**config.mk**
```make
export PLATFORM = sky130hd
export DESIGN_NAME = uart_stream_xcvr
export DESIGN_NICKNAME = d
export VERILOG_FILES = /design/src/rtl/uart_stream_xcvr.sv
export SDC_FILE = /design/constraint.sdc
export NUM_CORES = 1
export LEC_CHECK = 0
export CAP_MARGIN = 20
export CORE_MARGIN = 2
export CORE_UTILIZATION = 50
export DETAILED_ROUTE_END_ITERATION = 8
export PLACE_DENSITY = 0.76
export SYNTH_ARGS = -nofsm -noshare
export SYNTH_HDL_FRONTEND = slang
export SYNTH_SLANG_ARGS = --single-unit
```
**constraint.sdc**
```tcl
create_clock -name wb_clk_i -period 3 [get_ports wb_clk_i]
set_input_delay 0.3 -clock wb_clk_i [delete_from_list [all_inputs] [get_ports wb_clk_i]]
set_output_delay 0.3 -clock wb_clk_i [all_outputs]
set_load 0.01 [all_outputs]
```
**src/rtl/uart_stream_xcvr.sv**
```systemverilog
// uart_stream_xcvr: parametrised full-duplex UART with TX/RX FIFOs behind valid/ready streams.
// Define UART_LOOPBACK_EN to add the loopback port (RX fed from internal TX bit, ser_tx held high).
module uart_stream_xcvr #(
  parameter int CLKS_PER_BIT = 4167,
  parameter int DATA_BITS = 8,
  parameter int PARITY = 0,
  parameter int STOP_BITS = 1,
  parameter int TX_DEPTH = 4,
  parameter int RX_DEPTH = 4
) (
  input  logic                 wb_clk_i,
  input  logic                 wb_rst_i,
`ifdef UART_LOOPBACK_EN
  input  logic                 loopback,
`endif
  input  logic                 tx_valid,
  input  logic [DATA_BITS-1:0] tx_data,
  output logic                 tx_ready,
  output logic                 tx_busy,
  input  logic                 tx_clear_req,
  output logic                 ser_tx,
  input  logic                 ser_rx,
  output logic                 rx_valid,
  output logic [DATA_BITS-1:0] rx_data,
  output logic                 rx_frame_err,
  output logic                 rx_parity_err,
  input  logic                 rx_ready,
  output logic                 rx_overrun
);
  localparam int CW = $clog2(CLKS_PER_BIT);
  localparam int TA = $clog2(TX_DEPTH);
  localparam int RA = $clog2(RX_DEPTH);
  localparam logic [CW-1:0] LAST = CW'(CLKS_PER_BIT - 1);
  localparam logic [CW-1:0] HALF = CW'(CLKS_PER_BIT / 2);
  localparam logic PODD = (PARITY == 1);
  typedef enum logic [2:0] {IDLE, START, DATA, PAR, STOP} st_t;
  logic [DATA_BITS-1:0] tmem [TX_DEPTH];
  logic [TA:0] twr_q, trd_q;
  st_t txs_q, txs_d;
  logic [CW-1:0] tcnt_q, tcnt_d;
  logic [3:0] tbit_q, tbit_d;
  logic [DATA_BITS-1:0] tsh_q, tsh_d;
  logic tpar_q, tpar_d, ser_q, ser_d;
  logic tempty, tfull, tpush, tpop, ttick, tlast_stop, rx_in;
  assign tempty = twr_q == trd_q;
  assign tfull = (twr_q[TA] != trd_q[TA]) && (twr_q[TA-1:0] == trd_q[TA-1:0]);
  assign tx_ready = !tfull && !wb_rst_i;
  assign tpush = tx_valid && tx_ready && !tx_clear_req;
  assign tx_busy = (txs_q != IDLE) || !tempty;
  assign ttick = tcnt_q == LAST;
  assign tlast_stop = (txs_q == STOP) && ttick && (tbit_q == 4'(STOP_BITS - 1));
  assign tpop = !tempty && ((txs_q == IDLE) || tlast_stop);
`ifdef UART_LOOPBACK_EN
  assign ser_tx = loopback | ser_q;
  assign rx_in = loopback ? ser_q : ser_rx;
`else
  assign ser_tx = ser_q;
  assign rx_in = ser_rx;
`endif
  always_ff @(posedge wb_clk_i)
    if (tpush) tmem[twr_q[TA-1:0]] <= tx_data;
  always_comb begin
    txs_d = txs_q;
    tcnt_d = ttick ? '0 : tcnt_q + 1'b1;
    tbit_d = tbit_q;
    tsh_d = tsh_q;
    tpar_d = tpar_q;
    case (txs_q)
      IDLE: tcnt_d = '0;
      START: if (ttick) txs_d = DATA;
      DATA: if (ttick) begin
        tsh_d = tsh_q >> 1;
        tbit_d = (tbit_q == 4'(DATA_BITS - 1)) ? '0 : tbit_q + 1'b1;
        if (tbit_q == 4'(DATA_BITS - 1)) txs_d = (PARITY != 0) ? PAR : STOP;
      end
      PAR: if (ttick) txs_d = STOP;
      STOP: if (ttick) begin
        tbit_d = tbit_q + 1'b1;
        if (tlast_stop) txs_d = IDLE;
      end
      default: txs_d = IDLE;
    endcase
    if (tpop) begin
      txs_d = START;
      tcnt_d = '0;
      tbit_d = '0;
      tsh_d = tmem[trd_q[TA-1:0]];
      tpar_d = ^tmem[trd_q[TA-1:0]] ^ PODD;
    end
    ser_d = (txs_q == START) ? 1'b0 : (txs_q == DATA) ? tsh_q[0] : (txs_q == PAR) ? tpar_q : 1'b1;
  end
  always_ff @(posedge wb_clk_i)
    if (wb_rst_i) begin
      twr_q <= '0;
      trd_q <= '0;
      txs_q <= IDLE;
      tcnt_q <= '0;
      tbit_q <= '0;
      tsh_q <= '0;
      tpar_q <= 1'b0;
      ser_q <= 1'b1;
    end else begin
      twr_q <= twr_q + (TA+1)'(tpush);
      trd_q <= tx_clear_req ? twr_q : trd_q + (TA+1)'(tpop);
      txs_q <= txs_d;
      tcnt_q <= tcnt_d;
      tbit_q <= tbit_d;
      tsh_q <= tsh_d;
      tpar_q <= tpar_d;
      ser_q <= ser_d;
    end
  // RX: 2-FF synchroniser plus previous-sample register for start-edge detection
  logic rs1_q, rs2_q, rprev_q;
  st_t rxs_q, rxs_d;
  logic [CW-1:0] rcnt_q, rcnt_d;
  logic [3:0] rbit_q, rbit_d;
  logic [DATA_BITS-1:0] rsh_q, rsh_d;
  logic rperr_q, rperr_d, rpush, rtick, rempty, rfull, rpop, rwr_en, ovr_q;
  logic [DATA_BITS+1:0] rmem [RX_DEPTH];
  logic [DATA_BITS+1:0] rhead;
  logic [RA:0] rwr_q, rrd_q;
  assign rtick = rcnt_q == LAST;
  assign rempty = rwr_q == rrd_q;
  assign rfull = (rwr_q[RA] != rrd_q[RA]) && (rwr_q[RA-1:0] == rrd_q[RA-1:0]);
  assign rx_valid = !rempty;
  assign rpop = rx_valid && rx_ready;
  assign rwr_en = rpush && (!rfull || rpop);
  assign rhead = rx_valid ? rmem[rrd_q[RA-1:0]] : '0;
  assign rx_data = rhead[DATA_BITS-1:0];
  assign rx_frame_err = rhead[DATA_BITS];
  assign rx_parity_err = rhead[DATA_BITS+1];
  assign rx_overrun = ovr_q;
  always_comb begin
    rxs_d = rxs_q;
    rcnt_d = rtick ? '0 : rcnt_q + 1'b1;
    rbit_d = rbit_q;
    rsh_d = rsh_q;
    rperr_d = rperr_q;
    rpush = 1'b0;
    case (rxs_q)
      IDLE: begin
        rcnt_d = '0;
        if (rprev_q && !rs2_q) rxs_d = START;
      end
      START: if (rcnt_q == HALF) begin
        rcnt_d = '0;
        rbit_d = '0;
        rperr_d = 1'b0;
        rxs_d = rs2_q ? IDLE : DATA;
      end
      DATA: if (rtick) begin
        rsh_d = {rs2_q, rsh_q[DATA_BITS-1:1]};
        rbit_d = rbit_q + 1'b1;
        if (rbit_q == 4'(DATA_BITS - 1)) rxs_d = (PARITY != 0) ? PAR : STOP;
      end
      PAR: if (rtick) begin
        rperr_d = (^rsh_q ^ rs2_q) != PODD;
        rxs_d = STOP;
      end
      STOP: if (rtick) begin
        rpush = 1'b1;
        rxs_d = IDLE;
      end
      default: rxs_d = IDLE;
    endcase
  end
  always_ff @(posedge wb_clk_i)
    if (rwr_en) rmem[rwr_q[RA-1:0]] <= {rperr_q, !rs2_q, rsh_q};
  always_ff @(posedge wb_clk_i)
    if (wb_rst_i) begin
      rs1_q <= 1'b1;
      rs2_q <= 1'b1;
      rprev_q <= 1'b1;
      rxs_q <= IDLE;
      rcnt_q <= '0;
      rbit_q <= '0;
      rsh_q <= '0;
      rperr_q <= 1'b0;
      rwr_q <= '0;
      rrd_q <= '0;
      ovr_q <= 1'b0;
    end else begin
      rs1_q <= rx_in;
      rs2_q <= rs1_q;
      rprev_q <= rs2_q;
      rxs_q <= rxs_d;
      rcnt_q <= rcnt_d;
      rbit_q <= rbit_d;
      rsh_q <= rsh_d;
      rperr_q <= rperr_d;
      rwr_q <= rwr_q + (RA+1)'(rwr_en);
      rrd_q <= rrd_q + (RA+1)'(rpop);
      ovr_q <= rpush && rfull && !rpop;
    end
endmodule
```
**Yosys cells after proc, flatten, opt, wreduce, memory -nomap -nowiden**

Memory sizes are Yosys's and may differ from the RTL's. A register that Yosys moved wholly into a read port is not among the register bits.
Index checks and enable logic that the tools add are counted.

- Register bits after elaboration: 75
- Memories kept: 2
- Output and inout port bits: 15
- Logic and storage cells: 160
- Input port bits: 14
- RAM bits: 72

- Bitwise logic cells: 2
- Add/subtract/negate cells: 8
- Equal/unequal tests: 38
- Muxes and demuxes: 45
- Reduce and logical (&&, ||, !) cells: 45

Memories:

| name | words | bits a word | read ports | clocked after Yosys merged registers in | write ports | RTL line | RTL |
|---|---|---|---|---|---|---|---|
| rmem | 4 | 10 | 1 | 1 | 1 | 119 | `logic [DATA_BITS+1:0] rmem [RX_DEPTH];` |
| tmem | 4 | 8 | 1 | 1 | 1 | 37 | `logic [DATA_BITS-1:0] tmem [TX_DEPTH];` |

Operators with widths:

| kind | number |
|---|---|
| two-way mux 3 bit | 13 |
| case mux 3 bit (5 select lines) | 2 |
| adder 13 x 1 -> 13 bit, second input constant | 2 |
| equality test 13 bit, second input constant | 2 |
| two-way mux 13 bit | 2 |
| inequality test 2 bit, second input constant | 13 |
| case mux 13 bit (2 select lines) | 1 |
| two-way mux 8 bit | 3 |
| two-way mux 4 bit | 5 |
| inequality test 3 bit, second input constant | 6 |
| case mux 4 bit (2 select lines) | 2 |
| parity 8 bit | 2 |
| AND reduction 7 bit | 2 |
| equality test 13 x 12 -> 1 bit, second input constant | 1 |
| logical AND 1 bit | 13 |
| adder 3 x 1 -> 3 bit | 4 |
| equality test 3 x 2 -> 1 bit, second input constant | 4 |
| two-way mux 1 bit | 12 |
| two-way mux 10 bit | 1 |
| nonzero test 2 bit | 5 |
| AND reduction 3 bit | 3 |
| adder 4 x 1 -> 4 bit, second input constant | 2 |
| equality test 4 x 3 -> 1 bit, second input constant | 2 |
| logical NOT 1 bit | 8 |
| other kinds (17) | 28 |

**Depth between registers and ports, before layout**

- Depth in word-level cells: 8
- Mapped depth: 14
- Mapped depth without buffers: 13

**Worst setup path before layout**

OpenSTA, ideal clock, no wires.

- Kind: register to register
- From: register rcnt_q[0]
- To: memory rmem[0][0] (netlist bit), enable pin
- Data required time: 2.608 ns
- Arrival: 2.144 ns
- Buffers on the path: 0
- Library setup time: 0.392 ns
- Slack: 0.464 ns
- Clock period less this slack: 2.536 ns
- Stages on the path, launching flop included: 7
- Path through: dfxtp_1 inv_1 ha_1 and4b_1 nand4_4 nor3_1 nor3b_1

- Word-level cells in the longest chain between the ends: 6

Ends and longest elaborated chain:

| what | RTL line | RTL |
|---|---|---|
| start: declaration | 115 | `logic [CW-1:0] rcnt_q, rcnt_d;` |
| start signal: assignment | 187 | `rcnt_q <= rcnt_d;` |
| equality test 13 bit | 122 | `assign rtick = rcnt_q == LAST;` |
| two-way mux 1 bit | 160 | `STOP: if (rtick) begin` |
| two-way mux 1 bit | 140 | `case (rxs_q)` |
| logical AND 1 bit | 127 | `assign rwr_en = rpush && (!rfull \|\| rpop);` |
| two-way mux 1 bit | 168 | `if (rwr_en) rmem[rwr_q[RA-1:0]] <= {rperr_q, !rs2_q, rsh_q};` |
| two-way mux 1 bit (not written as such) | 168 |  |
| end: declaration | 119 |  |

Every way passes these cells.

**Worst setup path after layout**

- From: register rrd_q[0]
- To: output rx_data[6]

- Word-level cells in the longest chain between the ends: 2

Ends and longest elaborated chain:

| what | RTL line | RTL |
|---|---|---|
| start: declaration | 121 | `logic [RA:0] rwr_q, rrd_q;` |
| start signal: assignment | 192 | `rrd_q <= rrd_q + (RA+1)'(rpop);` |
| equality test 3 bit | 123 | `assign rempty = rwr_q == rrd_q;` |
| two-way mux 10 bit | 128 | `assign rhead = rx_valid ? rmem[rrd_q[RA-1:0]] : '0;` |
| end: declaration | 24 | `output logic [DATA_BITS-1:0] rx_data,` |

Every way passes these cells.

==> impl_metrics.env <==
export IMPL_holdBufCountCts=0
export IMPL_endpoint_kind="output port"
export IMPL_fmax_mhz=380
export IMPL_dieArea_sq_mm=0.0138
export IMPL_place_gp_congestion=0.789
export IMPL_r2r_slack_ns=0.46
export IMPL_place_area_sq_mm=0.00689
export IMPL_p_per_area_mw_per_mm2=600
export IMPL_yosys_register_bits=147
export IMPL_cp_required_ns=2.70
export IMPL_yosysTopAreaCell="edfxtp_1"
export IMPL_final_cell_area_sq_mm=0.00748
export IMPL_ys_types=59
export IMPL_period_minus_slack_ns=2.63
export IMPL_synth_async_reset_ratio_pct=0
export IMPL_holdPathEnd="rs2_q"
export IMPL_fin_nets=583
export IMPL_synth_area_sq_mm=0.00642
export IMPL_postSynthCellCount=515
export IMPL_fin_crit_sh_pct=87.8
export IMPL_syn_avg_cell_area_sq_um=12.5
export IMPL_die_width_microns=117
export IMPL_post_drt_wl_per_cell_microns=14.7
export IMPL_fin_skew_ns=0.00662
export IMPL_grt_max_degree=51
export IMPL_synth_edf_count=72
export IMPL_worst_setup_path_start_kind="flop"
export IMPL_clock_sinks=147
export IMPL_final_max_slew_viol_count=0
export IMPL_overflow=0
export IMPL_hp_start="rs1_q"
export IMPL_drive_above_1_share_pct=13.2
export IMPL_cts_tree="done"
export IMPL_clock_latency_ns=0.42
export IMPL_timing_rr_start="tcnt_q[0]"
export IMPL_hold_path_class="flop to flop"
export IMPL_cp_max_fo=8
export IMPL_finalHoldViolCount=0
export IMPL_cts_buffers=17
export IMPL_finalSetupViolations=0
export IMPL_synth_most_common_cell="dfxtp_1"
export IMPL_synth_area_top_cells="edfxtp_1 34%, dfxtp_1 23%, mux4_2 6.0%, xnor2_1 4.6%, nor2_1 3.4%"
export IMPL_worst_slew_pin_slew_ns=0.693
export IMPL_synth_top_area_share_pct=33.7
export IMPL_synthMuxAreaShare_pct=8.42
export IMPL_drt_iter0_markers=306
export IMPL_ys_flop_type="dfxtp_1"
export IMPL_yosysWarningCount=0
export IMPL_synth_common_cells="75 x dfxtp_1, 72 x edfxtp_1, 58 x nor2_1, 34 x xnor2_1, 26 x nand2_1"
export IMPL_vdd_ir_drop_worst_v=0.000437
export IMPL_clkTransAtPathRegs_ns=0.06
export IMPL_grt_first_pass_wirelength_mm=18.6
export IMPL_drv_cap=0
export IMPL_start_util_pct=51.1
export IMPL_synth_fa_ha_area_share_pct=2.92
export IMPL_io_pins=29
export IMPL_vias_per_cell=5.37
export IMPL_ys_seq_area_share_pct=57.1
export IMPL_critical_path_class="flop to output port"
export IMPL_htreeDepth=4
export IMPL_die_y_microns=117
export IMPL_drcViolationCount=0
export IMPL_diodes=0
export IMPL_holdPathStages=1
export IMPL_totalWireLength_mm=10.9
export IMPL_cp_arrival_ns=2.33
export IMPL_fp_coreArea_sq_mm=0.0126
export IMPL_post_cts_buffers=0
export IMPL_timing_rr_end="trd_q[2]"
export IMPL_cts_resized=0
export IMPL_grt_total_usage_pct=16.9
export IMPL_grt_pass1_vias=3925
export IMPL_fin_tns_setup_ns=0
export IMPL_syn_nets=544
export IMPL_synthXorXnorAreaFrac_pct=7.04
export IMPL_rsz0062_at_grt="no"
export IMPL_r2r_cells=13
export IMPL_vias=3972
export IMPL_leakage_uw=0.00256
export IMPL_whs_ns=0.402
export IMPL_areaGrowthSynthToFinish_pct=16.5
export IMPL_antenna_found_initial=0
export IMPL_drt_first_pass_iters=4
export IMPL_yosys_area_share_simple_pct=16.5
export IMPL_synth_compound_area_share_pct=5.56
export IMPL_status="completed"
export IMPL_multi_input_area_sq_mm=0.00260
export IMPL_n_fill_cell=979
export IMPL_synth_top_family_by_area="simple AND/OR/NAND/NOR gates"
export IMPL_cts_root_buf="clkbuf_16"
export IMPL_ant_nets=0
export IMPL_seqCellArea_sq_mm=0.00366
export IMPL_cts_max_path_buffers=2
export IMPL_num_rows=41
export IMPL_io_buffers=28
export IMPL_relSlewSlack_pct=53.7
export IMPL_place_hpwl_mm=7.37
## where the power goes
| part | total (uW) | internal [uW] | switching, uW |
|---|---|---|---|
| sequential | 2150 | 2120 | 25.6 |
| clock | 2090 | 1300 | 787 |
| combinational | 244 | 117 | 126 |
## flip-flops by register name, indices dropped and copies added (netlist names)
register and cells:
txs_q 3, rrd_q 3, rmem 40, rxs_q 3, rwr_q 3, rcnt_q 13, tsh_q 8, tmem 32
rx_overrun 1, tpar_q 1, rprev_q 1, rsh_q 8, rs1_q 1, rs2_q 1, trd_q 3, rbit_q 4
twr_q 3, tcnt_q 13, rperr_q 1, tbit_q 4, ser_tx 1
## worst max-delay path by stage
stage | from | endpoint | slack, ns | depth (start not counted)
after global placement | tcnt_q[0] | trd_q[2] | 0.57 | 13
after floorplan | rcnt_q[0] | rmem[0][0] | 0.46 | 6
after detailed placement | tcnt_q[0] | trd_q[2] | 0.48 | 13
after CTS | rrd_q[0] | rx_data[6] | 0.30 | 4
final | rrd_q[0] | rx_data[6] | 0.37 | 4
after global routing | rrd_q[0] | rx_data[6] | 0.24 | 4
## kinds of logic (layout without fill, tap and decap cells)
logic type | count (synthesis) | count (layout)
xor+xnor | 50 | 50
mux | 31 | 31
simple gates | 192 | 192
compound gates | 48 | 48
flops | 147 | 147
buf+inv | 32 | 84
fa+ha+maj | 15 | 15
## metal layers
metal	track usage, %	vias to the layer above	share of wire, %
met5	0	-	0
met3	5.16	16	3.8
met4	7.45	0	1.8
li1	-	1954	-
met2	27.3	63	50
met1	20.9	1939	45
## critical path: stages (launching register included)
cell             delay, ns
dfxtp_1               0.46
buf_4                 0.27
mux4_2                0.51
nor2b_1               0.15
clkdlybuf4s50_1       0.53
## per-stage QoR
stage | std cells | setup slack [ns] | power, uW | utilization, %
after detailed placement | 707 | 0.485 | 2440 | 54.8
after floorplan | 515 | 0.464 | 2360 | -
after global routing | 739 | 0.238 | 4640 | 59.5
after global placement | 707 | 0.571 | 2430 | 54.8
after CTS | 739 | 0.299 | 4520 | 59.5
final | 739 | 0.365 | 4480 | 59.5
## cell type report
cell class / count / area share [%]
clock buffers: 19 / 5.79
clock inverters: 13 / 2.12
inverters: 12 / 0.602
multi-input cells: 336 / 34.7
flip-flops and latches: 147 / 49.0
well taps: 172 / 2.88
repair buffers: 40 / 4.88
## placed cells by master (no fill, tap or decap), types with 2 or more instances in the layout
cell type / count
o221ai_1: 7
and3_1: 9
xor2_1: 15
xnor2_1: 34
nand4_1: 3
clkbuf_16: 17
bufinv_16: 3
or2_2: 3
nor4_4: 2
nor3_1: 15
a2bb2oi_1: 6
clkinv_2: 2
nand2b_1: 2
clkdlybuf4s50_1: 27
clkbuf_1: 2
dfxtp_1: 75
ha_1: 15
edfxtp_1: 72
clkinvlp_4: 5
buf_4: 12
and3b_1: 3
o21ai_0: 5
mux4_2: 17
nor3b_1: 3
nand4b_1: 2
nor2b_1: 20
nand2_1: 26
nor4_1: 2
inv_6: 2
and4bb_1: 2
nor2_1: 58
a211o_1: 2
or3_1: 5
a31oi_1: 3
mux2i_1: 12
nand3b_1: 4
nand3_1: 21
inv_1: 11
a21oi_1: 17
(Power assumes the default switching activity.)
